==> src/rtl/ram_port_arbiter.sv <==
// Two-requester arbiter that shares the single-port RAM and its address registers.
// Optional lock expiry is enabled with `define ARB_LOCK_TIMEOUT_EN.
module ram_port_arbiter #(
  parameter int ADDR_SIZE    = 8,
  parameter int LOCK_TIMEOUT = 16
) (
  input  logic                 clk,
  input  logic                 rst_n,
  input  logic [ADDR_SIZE+1:0] req0_data,
  input  logic                 req0_valid,
  output logic                 req0_ready,
  output logic [ADDR_SIZE-1:0] req0_rdata,
  output logic                 req0_rvalid,
  input  logic [ADDR_SIZE+1:0] req1_data,
  input  logic                 req1_valid,
  output logic                 req1_ready,
  output logic [ADDR_SIZE-1:0] req1_rdata,
  output logic                 req1_rvalid,
  output logic [ADDR_SIZE+1:0] ram_din,
  output logic                 ram_rx_valid,
  input  logic [ADDR_SIZE-1:0] ram_dout,
  input  logic                 ram_tx_valid,
  output logic [1:0]           grant,
  output logic                 lock_timeout
);

  typedef enum logic [1:0] {IDLE, LOCKED, RD_WAIT} state_t;

  state_t               state, state_n;
  logic                 owner, owner_n;
  logic                 rr_last, rr_last_n;
  logic                 acc, acc_port;
  logic [ADDR_SIZE+1:0] acc_word;
  logic [1:0]           acc_cmd;
  logic                 timeout_hit;

`ifdef ARB_LOCK_TIMEOUT_EN
  localparam int CW = $clog2(LOCK_TIMEOUT + 1);
  logic [CW-1:0] lock_cnt;

  assign timeout_hit = (state == LOCKED) && (lock_cnt == CW'(LOCK_TIMEOUT));

  // Counts owner-silent LOCKED cycles; any owner accept restarts the window.
  always_ff @(posedge clk or negedge rst_n) begin
    if (!rst_n)                       lock_cnt <= '0;
    else if (state != LOCKED || acc)  lock_cnt <= '0;
    else if (!timeout_hit)            lock_cnt <= lock_cnt + 1'b1;
  end
`else
  logic unused_timeout_cfg;
  assign unused_timeout_cfg = (LOCK_TIMEOUT == 0);
  assign timeout_hit        = 1'b0;
`endif

  assign lock_timeout = timeout_hit;

  always_comb begin
    state_n   = state;
    owner_n   = owner;
    rr_last_n = rr_last;
    acc       = 1'b0;
    acc_port  = 1'b0;
    unique case (state)
      IDLE: begin
        // rr_last holds the last winner, so the other port wins a tie.
        if (req0_valid || req1_valid) begin
          acc      = 1'b1;
          acc_port = req0_valid ? (req1_valid ? ~rr_last : 1'b0) : 1'b1;
        end
      end
      LOCKED: begin
        if (timeout_hit) begin
          state_n   = IDLE;
          rr_last_n = owner;
        end else begin
          acc      = owner ? req1_valid : req0_valid;
          acc_port = owner;
        end
      end
      RD_WAIT: begin
        if (ram_tx_valid) state_n = IDLE;
      end
      default: state_n = IDLE;
    endcase

    acc_word = acc_port ? req1_data : req0_data;
    acc_cmd  = acc_word[ADDR_SIZE+1:ADDR_SIZE];
    if (acc) begin
      rr_last_n = acc_port;
      owner_n   = acc_port;
      unique case (acc_cmd)
        2'b00, 2'b10: state_n = LOCKED;
        2'b01:        state_n = IDLE;
        default:      state_n = RD_WAIT;
      endcase
    end

    req0_ready = rst_n && acc && !acc_port;
    req1_ready = rst_n && acc &&  acc_port;
  end

  always_comb begin
    grant = 2'b00;
    if (state != IDLE) grant = owner ? 2'b10 : 2'b01;
  end

  always_ff @(posedge clk or negedge rst_n) begin
    if (!rst_n) begin
      state        <= IDLE;
      owner        <= 1'b0;
      rr_last      <= 1'b1;
      ram_din      <= '0;
      ram_rx_valid <= 1'b0;
      req0_rdata   <= '0;
      req0_rvalid  <= 1'b0;
      req1_rdata   <= '0;
      req1_rvalid  <= 1'b0;
    end else begin
      state        <= state_n;
      owner        <= owner_n;
      rr_last      <= rr_last_n;
      ram_rx_valid <= acc;
      req0_rvalid  <= 1'b0;
      req1_rvalid  <= 1'b0;
      if (acc) ram_din <= acc_word;
      if (state == RD_WAIT && ram_tx_valid) begin
        if (owner) begin
          req1_rdata  <= ram_dout;
          req1_rvalid <= 1'b1;
        end else begin
          req0_rdata  <= ram_dout;
          req0_rvalid <= 1'b1;
        end
      end
    end
  end

endmodule

==> config.mk <==
export PLATFORM = sky130hd
export DESIGN_NAME = ram_port_arbiter
export DESIGN_NICKNAME = d
export VERILOG_FILES = /design/src/rtl/ram_port_arbiter.sv
export SDC_FILE = /design/constraint.sdc
export NUM_CORES = 1
export LEC_CHECK = 0
export CELL_PAD_IN_SITES_DETAIL_PLACEMENT = 1
export CELL_PAD_IN_SITES_GLOBAL_PLACEMENT = 1
export CORE_MARGIN = 1
export CORE_UTILIZATION = 34
export CTS_CLUSTER_SIZE = 10
export DETAILED_ROUTE_END_ITERATION = 16
export DONT_BUFFER_PORTS = 1
export GPL_TIMING_DRIVEN = 0
export PLACE_DENSITY = 0.62
export SLEW_MARGIN = 20
export SYNTH_ARGS = -nofsm -noshare
export SYNTH_HDL_FRONTEND = slang
export SYNTH_SLANG_ARGS = --single-unit
==> constraint.sdc <==
create_clock -name clk -period 2 [get_ports clk]
set_clock_uncertainty 0.2 [all_clocks]
set_input_delay 0.3 -clock clk [delete_from_list [all_inputs] [get_ports clk]]
set_output_delay 0.3 -clock clk [all_outputs]
set_load 0.005 [all_outputs]
Word-level counts from Yosys, hierarchy flattened
Cells that the tools add are included.
{ "word_totals": {"regBits": 33, "in_bits": 33, "output_inout_bits": 34, "word_cells": 49} }
{ "classes": {"eq_ne": 6, "n_mux": 18, "bitwise": 2, "reduce_logical": 14} }
{ "ops": {"columns": ["op", "count"], "rows": [
  ["$mux 10", 1],
  ["$mux 1", 9],
  ["$mux 2", 4],
  ["$pmux 2 s2", 2],
  ["$reduce_and 2->1", 3],
  ["$eq 2x1->1 const B", 2],
  ["$eq 2x2->1 const B", 2],
  ["$logic_and 1x1->1", 4],
  ["$logic_not 2->1", 2],
  ["$pmux 1 s2", 2],
  ["$reduce_or 2->1", 2],
  ["$ne 3x3->1 const B", 1],
  ["$ne 2x1->1 const B", 1],
  ["$not 1->1", 2],
  ["$reduce_bool 2->1", 1],
  ["$logic_not 1->1", 1],
  ["$logic_or 1x1->1", 1]
]} }

Logic depth before layout (Yosys ltp)
Gate-level depths: netlist of run 1.
{ "depth": {"ltp_word": 10, "ltp_mapped": 7, "mapped_depth_nobuf": 5} }

Worst setup path after synthesis of run 1
No wires, ideal clock.
{ "synth_timing": {"path_type": "register to output", "startpoint": "register owner", "endpoint": "output port req1_ready", "arrival_time_ps": 1323, "required_ps": 1500, "setup_slack_ps": 177, "stages_incl_launch_ff": 7, "path_buffers": 1, "path_cell_list": "dfrtp_1 > buf_6 > nand2b_4 > a311o_1 > inv_2 > nand2_1 > nor3_1"} }
{ "synth_via": {"elab_chain_len": 4, "elab_cells_between_ends": 5, "classes_between": "3 x mux; 2 x reduce/logical"} }
{ "synth_lines": {"columns": ["element", "line_no", "source"], "rows": [
  ["from (decl)", "30", "logic owner, owner_n;"],
  ["from (signal assigned)", "120", "owner <= owner_n;"],
  ["$mux 1", "76", "acc = owner ? req1_valid : req0_valid;"],
  ["$pmux 1 s2", "63", "unique case (state)"],
  ["$logic_and 1x1->1", "99", "req1_ready = rst_n && acc && acc_port;"],
  ["$logic_and 1x1->1 *", "99", null],
  ["to (decl)", "16", "output logic req1_ready,"]
]} }
Every way passes the cells marked *; elsewhere a longest branch is shown, timed or not.

Worst setup path after layout of run 1
{ "layout_timing": {"startpoint": "register rr_last", "endpoint": "output port req0_ready"} }
{ "layout_via": {"elab_chain_len": 7} }
{ "layout_lines": {"columns": ["element", "line_no", "source"], "rows": [
  ["from (decl)", "31", "logic rr_last, rr_last_n;"],
  ["from (signal assigned)", "121", "rr_last <= rr_last_n;"],
  ["$not 1->1", "68", "acc_port = req0_valid ? (req1_valid ? ~rr_last : 1'b0) : 1'b1;"],
  ["$mux 1 (2 in series)", "68", null],
  ["$mux 1", "66", "if (req0_valid || req1_valid) begin"],
  ["$pmux 1 s2", "63", null],
  ["$logic_not 1->1", "98", "req0_ready = rst_n && acc && !acc_port;"],
  ["$logic_and 1x1->1", "98", null],
  ["to (decl)", "11", "output logic req0_ready,"]
]} }
Every way passes these cells.

==> flow_summary.yaml, run 1 <==
placed_design:
  port_buffers: 0
  hpwl_um: 2370
  dp_cells: 170
  dp_slack_ns: 0.0359
  gp_congestion: 0.725
setup_path:
  crit_start: "rr_last$_DFFE_PN1P_"
  worstSetupPathType: "reg -> out"
  worstReg2RegEnd: "ram_din[2]$_DFFE_PN0P_"
  required_ns: 1.50
  cp_max_fo: 6
  worstSetupEndpointType: "output pin"
  start_kind: "flop"
  r2r_cells: 4
  r2r_start: "state[0]$_DFFE_PN0P_"
  cp-endpoint: "req0_ready"
  r2r_setup_slack_ns: 0.11
  arrival_ns: 1.47
outcome:
  status: "complete, no violations"
yosys:
  synth.avg_cell_area_um2: 11.9
  synth.distinct_cells: 31
  synth_simple_gate_area_share_pct: 13.2
  synth_mux_area_share_pct: 13.3
  synth_xor_area_share_pct: 0
  ys_seq_area_share_pct: 57.8
  ys_ff_latch: 33
  syn_area_um2: 1430
  synth_nets: 153
  synth_top_family_by_area: "multiplexers"
  syn-instance-count: 120
  synth_compound_area_share_pct: 11.4
  synth_warnings: 0
  synth_adder_area_share_pct: 0
route:
  antenna_left: 0
  wl_um: 3520
  drtIter0Drc: 37
  drcViolationCount: 0
  vias_per_cell: 5.38
  vias: 1087
  dr.pass1.iters: 2
  avgRoutedWirePerCell_um: 17.4
layout:
  diodes: 0
  finalNetCount: 184
  n_fill_cell: 449
  synthToLayoutAreaGrowth_pct: 29.7
  layout-drive-gt1-share_pct: 35.5
  final_cells: 202
  utilization_pct: 46.1
die:
  io_pins: 67
  die_x_um: 66.9
  core_area_um2: 4030
  die_h_um: 66.9
  start_util_pct: 35.5
  core.rowCount: 23
  dieArea_um2: 4470
sta:
  hold_viol: 0
  setup_ws_ns: 0.0282
  report.final.setup_viol: 0
  timing.fmax_mhz: 507
  min_period_ns: 1.97
  tightestPinTransition_ns: 0.715
  tns_ns: 0
  grt_setup_unrepaired: "true"
  final_max_slew_viol_count: 0
  slew_headroom_pct: 52.1
  min_period_over_period_pct: 98.6
flow_run:
  max-cap-violations: 0
power:
  irDropWorstVdd_v: 0.000651
  leakagePower_nw: 0.841
  p_total_mw: 2.70
  p_per_area_nw_per_um2: 1450
global_routing:
  antenna_found_initial: 0
  grt_max_degree: 34
  grt_overflow: 0
  grt_util_all_layers_pct: 16.2
  first_global_vias: 1100
  grt_pass1_wl_um: 5180
clocking:
  path_clk_slew_ns: 0.08
  numCtsBuffers: 5
  cts_root_buffer: "clkbuf_8"
  h-tree-depth: 2
  clock_latency_ns: 0.28
  cts_max_path_buffers: 2
  cts_tree: "done"
  cts_sinks: 33
hold_path:
  hold_class: "in -> reg"
power breakdown:
| part | total (mW) | switching (mW) | internal (mW) |
|---|---|---|---|
| registers | 1.20 | 0.231 | 0.971 |
| clock network | 0.497 | 0.253 | 0.244 |
| logic | 1.00 | 0.485 | 0.517 |
final cells by class:
type / count / area (um^2) / share of cell area, %
flip-flops and latches: 33 / 830 / 44.7
multi-input cells: 78 / 584 / 31.5
repair buffers: 25 / 235 / 12.7
clock buffers: 5 / 68.8 / 3.71
well taps: 50 / 62.6 / 3.37
plain buffers: 5 / 42.5 / 2.29
clock inverters: 3 / 22.5 / 1.21
inverters: 3 / 11.3 / 0.606
repair_timing:
| action | 4_1_cts | 5_1_grt |
|---|---|---|
| hold buffers | 15 | 0 |
| gates resized for setup | 7 | 6 |
| setup endpoints to repair | 2 | 5 |
| pin swaps | 3 | 3 |
| buffers inserted | 6 | 4 |
| hold endpoints to repair | 52 | 0 |
per-stage QoR:
step | hold slack [ns] | instance area [um^2]
after floorplan | -0.196 | 1430
after global placement | -0.195 | 1490
after detailed placement | -0.195 | 1490
after CTS | 0.000998 | 1810
after global routing | 0.0153 | 1860
final | 0.00962 | 1860
cell families (layout without fill, tap and decap cells):
family	after synthesis	count (layout)
AOI/OAI and AO/OA	19	19
buffers and inverters	9	41
DFF	33	33
muxes	17	17
other	1	1
and+or+nand+nor	41	41
registers in the layout, indices dropped and copies added, names as in the netlist:
name,count
ram_rx_valid,1
ram_din,10
state,2
req0_rdata,8
req1_rvalid,1
owner,1
req1_rdata,8
rr_last,1
req0_rvalid,1
worst max-delay path, stage by stage (launching register included):
cell and delay, ns:
dfstp_2 0.54, and2_4 0.16, o21a_1 0.16, buf_6 0.14, nor2_1 0.05, nor2_2 0.13
cell usage in the layout (no fill, tap or decap), types with 2 or more instances in the layout:
master         instances
nand3_1                3
nor2_1                22
dlygate4sd3_1         14
dfrtp_2                2
a221oi_1               9
mux2_2                16
clkbuf_8               5
inv_1                  2
nand2b_4               2
buf_6                  2
buf_4                 12
clkinvlp_4             3
a21o_1                 2
dfrtp_1               30
nand2_1                4
worst min path at each step:
stage	start	end	slack, ns	cells after the start
2_1_floorplan	rst_n	owner$_DFFE_PN0P_	-0.20	0
3_3_place_gp	rst_n	ram_din[9]$_DFFE_PN0P_	-0.19	0
3_5_place_dp	rst_n	ram_din[9]$_DFFE_PN0P_	-0.19	0
4_1_cts	req0_data[9]	ram_din[9]$_DFFE_PN0P_	0.001	2
5_1_grt	req1_data[0]	ram_din[0]$_DFFE_PN0P_	0.02	2
6_report	req1_data[5]	ram_din[5]$_DFFE_PN0P_	0.01	2
metal layers:
layer / vias to the layer above / part of all wire, % / global-route usage, %
met2: 50 / 53 / 30.6
li1: 484 / - / -
met3: 7 / 8.3 / 5.82
met4: 0 / 1.3 / 6.38
met1: 546 / 37 / 15.8
met5: - / 0 / 0
cells in the mapped netlist (all sizes together):
cell | n | area share [%]
dfrtp | 32 | 56
nor2 | 24 | 6.5
mux2 | 16 | 13
a221oi | 9 | 5.5
buf | 6 | 3.3
nand2 | 6 | 1.6
inv | 3 | 0.79
nand3 | 3 | 1.0
a21o | 2 | 1.0
nand2b | 2 | 1.4
nor3 | 2 | 0.70
a21oi | 1 | 0.35
a22o | 1 | 0.61
a311o | 1 | 0.70
and2 | 1 | 0.44
and2b | 1 | 0.52
conb | 1 | 0.26
dfstp | 1 | 1.8
mux2i | 1 | 0.70
nor2b | 1 | 0.44
o211ai | 1 | 0.52
o21a | 1 | 0.52
o221ai | 1 | 0.61
o22a | 1 | 0.61
o31ai | 1 | 0.87
or3b | 1 | 0.61
(Power assumes the default switching activity.)
==> inputs of run 2 (changes only) <==
CTS_CLUSTER_DIAMETER = 80   (was default)
clock period = 1.95 ns   (was 2 ns; I/O delays follow)
==> flow_summary.yaml, run 2 (synthesized netlist as in run 1, its figures left out) <==
global_routing:
  grt_util_all_layers_pct: 17.0
  grt_use_met2_pct: 32.6
  grt_max_degree: 34
  grt_overflow: 0
  gr-usage-met3_pct: 5.99
  antenna_found_initial: 0
  grt_pass1_wl_um: 5420
  met1_usage_pct: 16.2
  first_global_vias: 1199
  top_usage_layer: "met2"
setup_path:
  worstSetupEndpointType: "output pin"
  arrival_ns: 1.48
  r2r_setup_slack_ns: 0.06
  cp_max_fo: 5
  cp_slowest_stage_delay_ns: 0.45
  worstSetupPathType: "reg -> out"
  worstReg2RegEnd: "ram_din[5]$_DFFE_PN0P_"
  path_cells: "nand2b_4 -> a311o_1 -> inv_2 -> nand2_4 -> nor3_4"
  slowest_stage: "dfrtp_2"
  required_ns: 1.46
  r2r_start: "state[0]$_DFFE_PN0P_"
  r2r_cells: 6
  start_kind: "flop"
die:
  core.rowCount: 23
  start_util_pct: 35.5
  die_h_um: 66.9
  io_pins: 67
  core_area_um2: 4030
  die_x_um: 66.9
  dieArea_um2: 4470
layout:
  diodes: 0
  fin_area_um2: 1970
  largestRegisters: "ram_din x10, req0_rdata x8, req1_rdata x8"
  largest_reg_flops: 10
  synthToLayoutAreaGrowth_pct: 37.7
  finalNetCount: 192
  layout-drive-gt1-share_pct: 36.3
  largest_register: "ram_din"
  layout_common_cells: "30 x dfrtp_1, 22 x dlygate4sd3_1, 21 x nor2_1"
  final_common_cell: "dfrtp_1"
placed_design:
  place_area_um2: 1490
  dp_slack_ns: -0.00659
  hpwl_um: 2370
  gp_congestion: 0.725
  port_buffers: 0
sta:
  setup_ws_ns: -0.0215
  hold_viol: 0
  grt_setup_unrepaired: "true"
  min_period_over_period_pct: 101
  timing.fmax_mhz: 507
  min_period_ns: 1.97
  report.final.setup_viol: 2
  final_max_slew_viol_count: 0
  hold_slack_ns: 0.000355
clocking:
  numCtsBuffers: 5
  clock_latency_ns: 0.28
  cts_tree: "done"
  cts_max_path_buffers: 2
  h-tree-depth: 2
  path_clk_slew_ns: 0.08
  cts_root_buffer: "clkbuf_8"
  cts_sinks: 33
route:
  dr.pass1.iters: 2
  vias: 1108
  drcViolationCount: 0
  vias_per_cell: 5.28
  wl_um: 3720
  antenna_left: 0
  avgRoutedWirePerCell_um: 17.7
  drtIter0Drc: 31
flow_run:
  max-cap-violations: 0
power:
  irDropWorstVdd_v: 0.000671
  p_per_area_nw_per_um2: 1450
  leakagePower_nw: 0.879
hold_path:
  min_delay_worst_endpoint: "ram_din[2]$_DFFE_PN0P_"
  hold_class: "in -> reg"
  hold_start: "req0_data[2]"
  holdPathStages: 2
outcome:
  failed_checks: "setup timing"
  status: "finished, violations left"
==> run 2: layer usage <==
layer | share of wire, % | up-vias
met3 | 7.7 | 7
met2 | 56 | 50
met4 | 1.2 | 0
li1 | - | 502
met1 | 35 | 549
met5 | 0 | -
==> run 2: final cells by class <==
| class | count | area (um^2) |
|---|---|---|
| Fill cell | 438 | 2060 |
| Sequential cell | 33 | 830 |
| Multi-Input combinational cell | 78 | 618 |
| Timing Repair Buffer | 33 | 315 |
| Clock buffer | 5 | 68.8 |
| Tap cell | 50 | 62.6 |
| Buffer | 5 | 42.5 |
| Clock inverter | 3 | 22.5 |
| Inverter | 3 | 11.3 |
==> run 2: timing repair <==
item,CTS,global route
resized for setup,8,11
endpoints found under the setup margin,4,18
hold buffers,23,0
setup buffers,6,4
gates cloned,0,0
pin swaps,3,5
endpoints found under the hold margin,56,0
==> run 2: where the power goes <==
group          leakage [nW]  switching (mW)  internal, mW
clock network        0.0364           0.263         0.250
logic                 0.440           0.544         0.561
registers             0.402           0.244         0.995
==> run 2: per-stage QoR <==
step | power, mW | util, % | setup TNS (ns) | std cells
finish | 2.86 | 48.9 | -0.0242 | 210
detailed placement | 2.06 | 37.1 | -0.00659 | 170
CTS | 2.77 | 47.2 | -0.208 | 207
global route | 3.07 | 48.9 | -0.170 | 210
global placement | 2.01 | 37.1 | 0 | 170
floorplan | 1.85 | - | 0 | 120
==> run 2: worst max path at each step <==
stage	startpoint	to	slack [ns]
after CTS	owner$_DFFE_PN0P_	req1_ready	-0.14
after global routing	owner$_DFFE_PN0P_	req1_ready	-0.10
final	owner$_DFFE_PN0P_	req1_ready	-0.02
after floorplan	owner$_DFFE_PN0P_	req1_ready	0.13
after global placement	owner$_DFFE_PN0P_	req1_ready	0.007
after detailed placement	owner$_DFFE_PN0P_	req1_ready	-0.007
==> run 2: worst max-delay path, delay by kind of cell (launching register included) <==
family | cells | cell delay (ns)
buffers and inverters | 1 | 0.10
AO/OA/AOI/OAI | 1 | 0.29
AND/OR/NAND/NOR | 3 | 0.35
flip-flops | 1 | 0.45
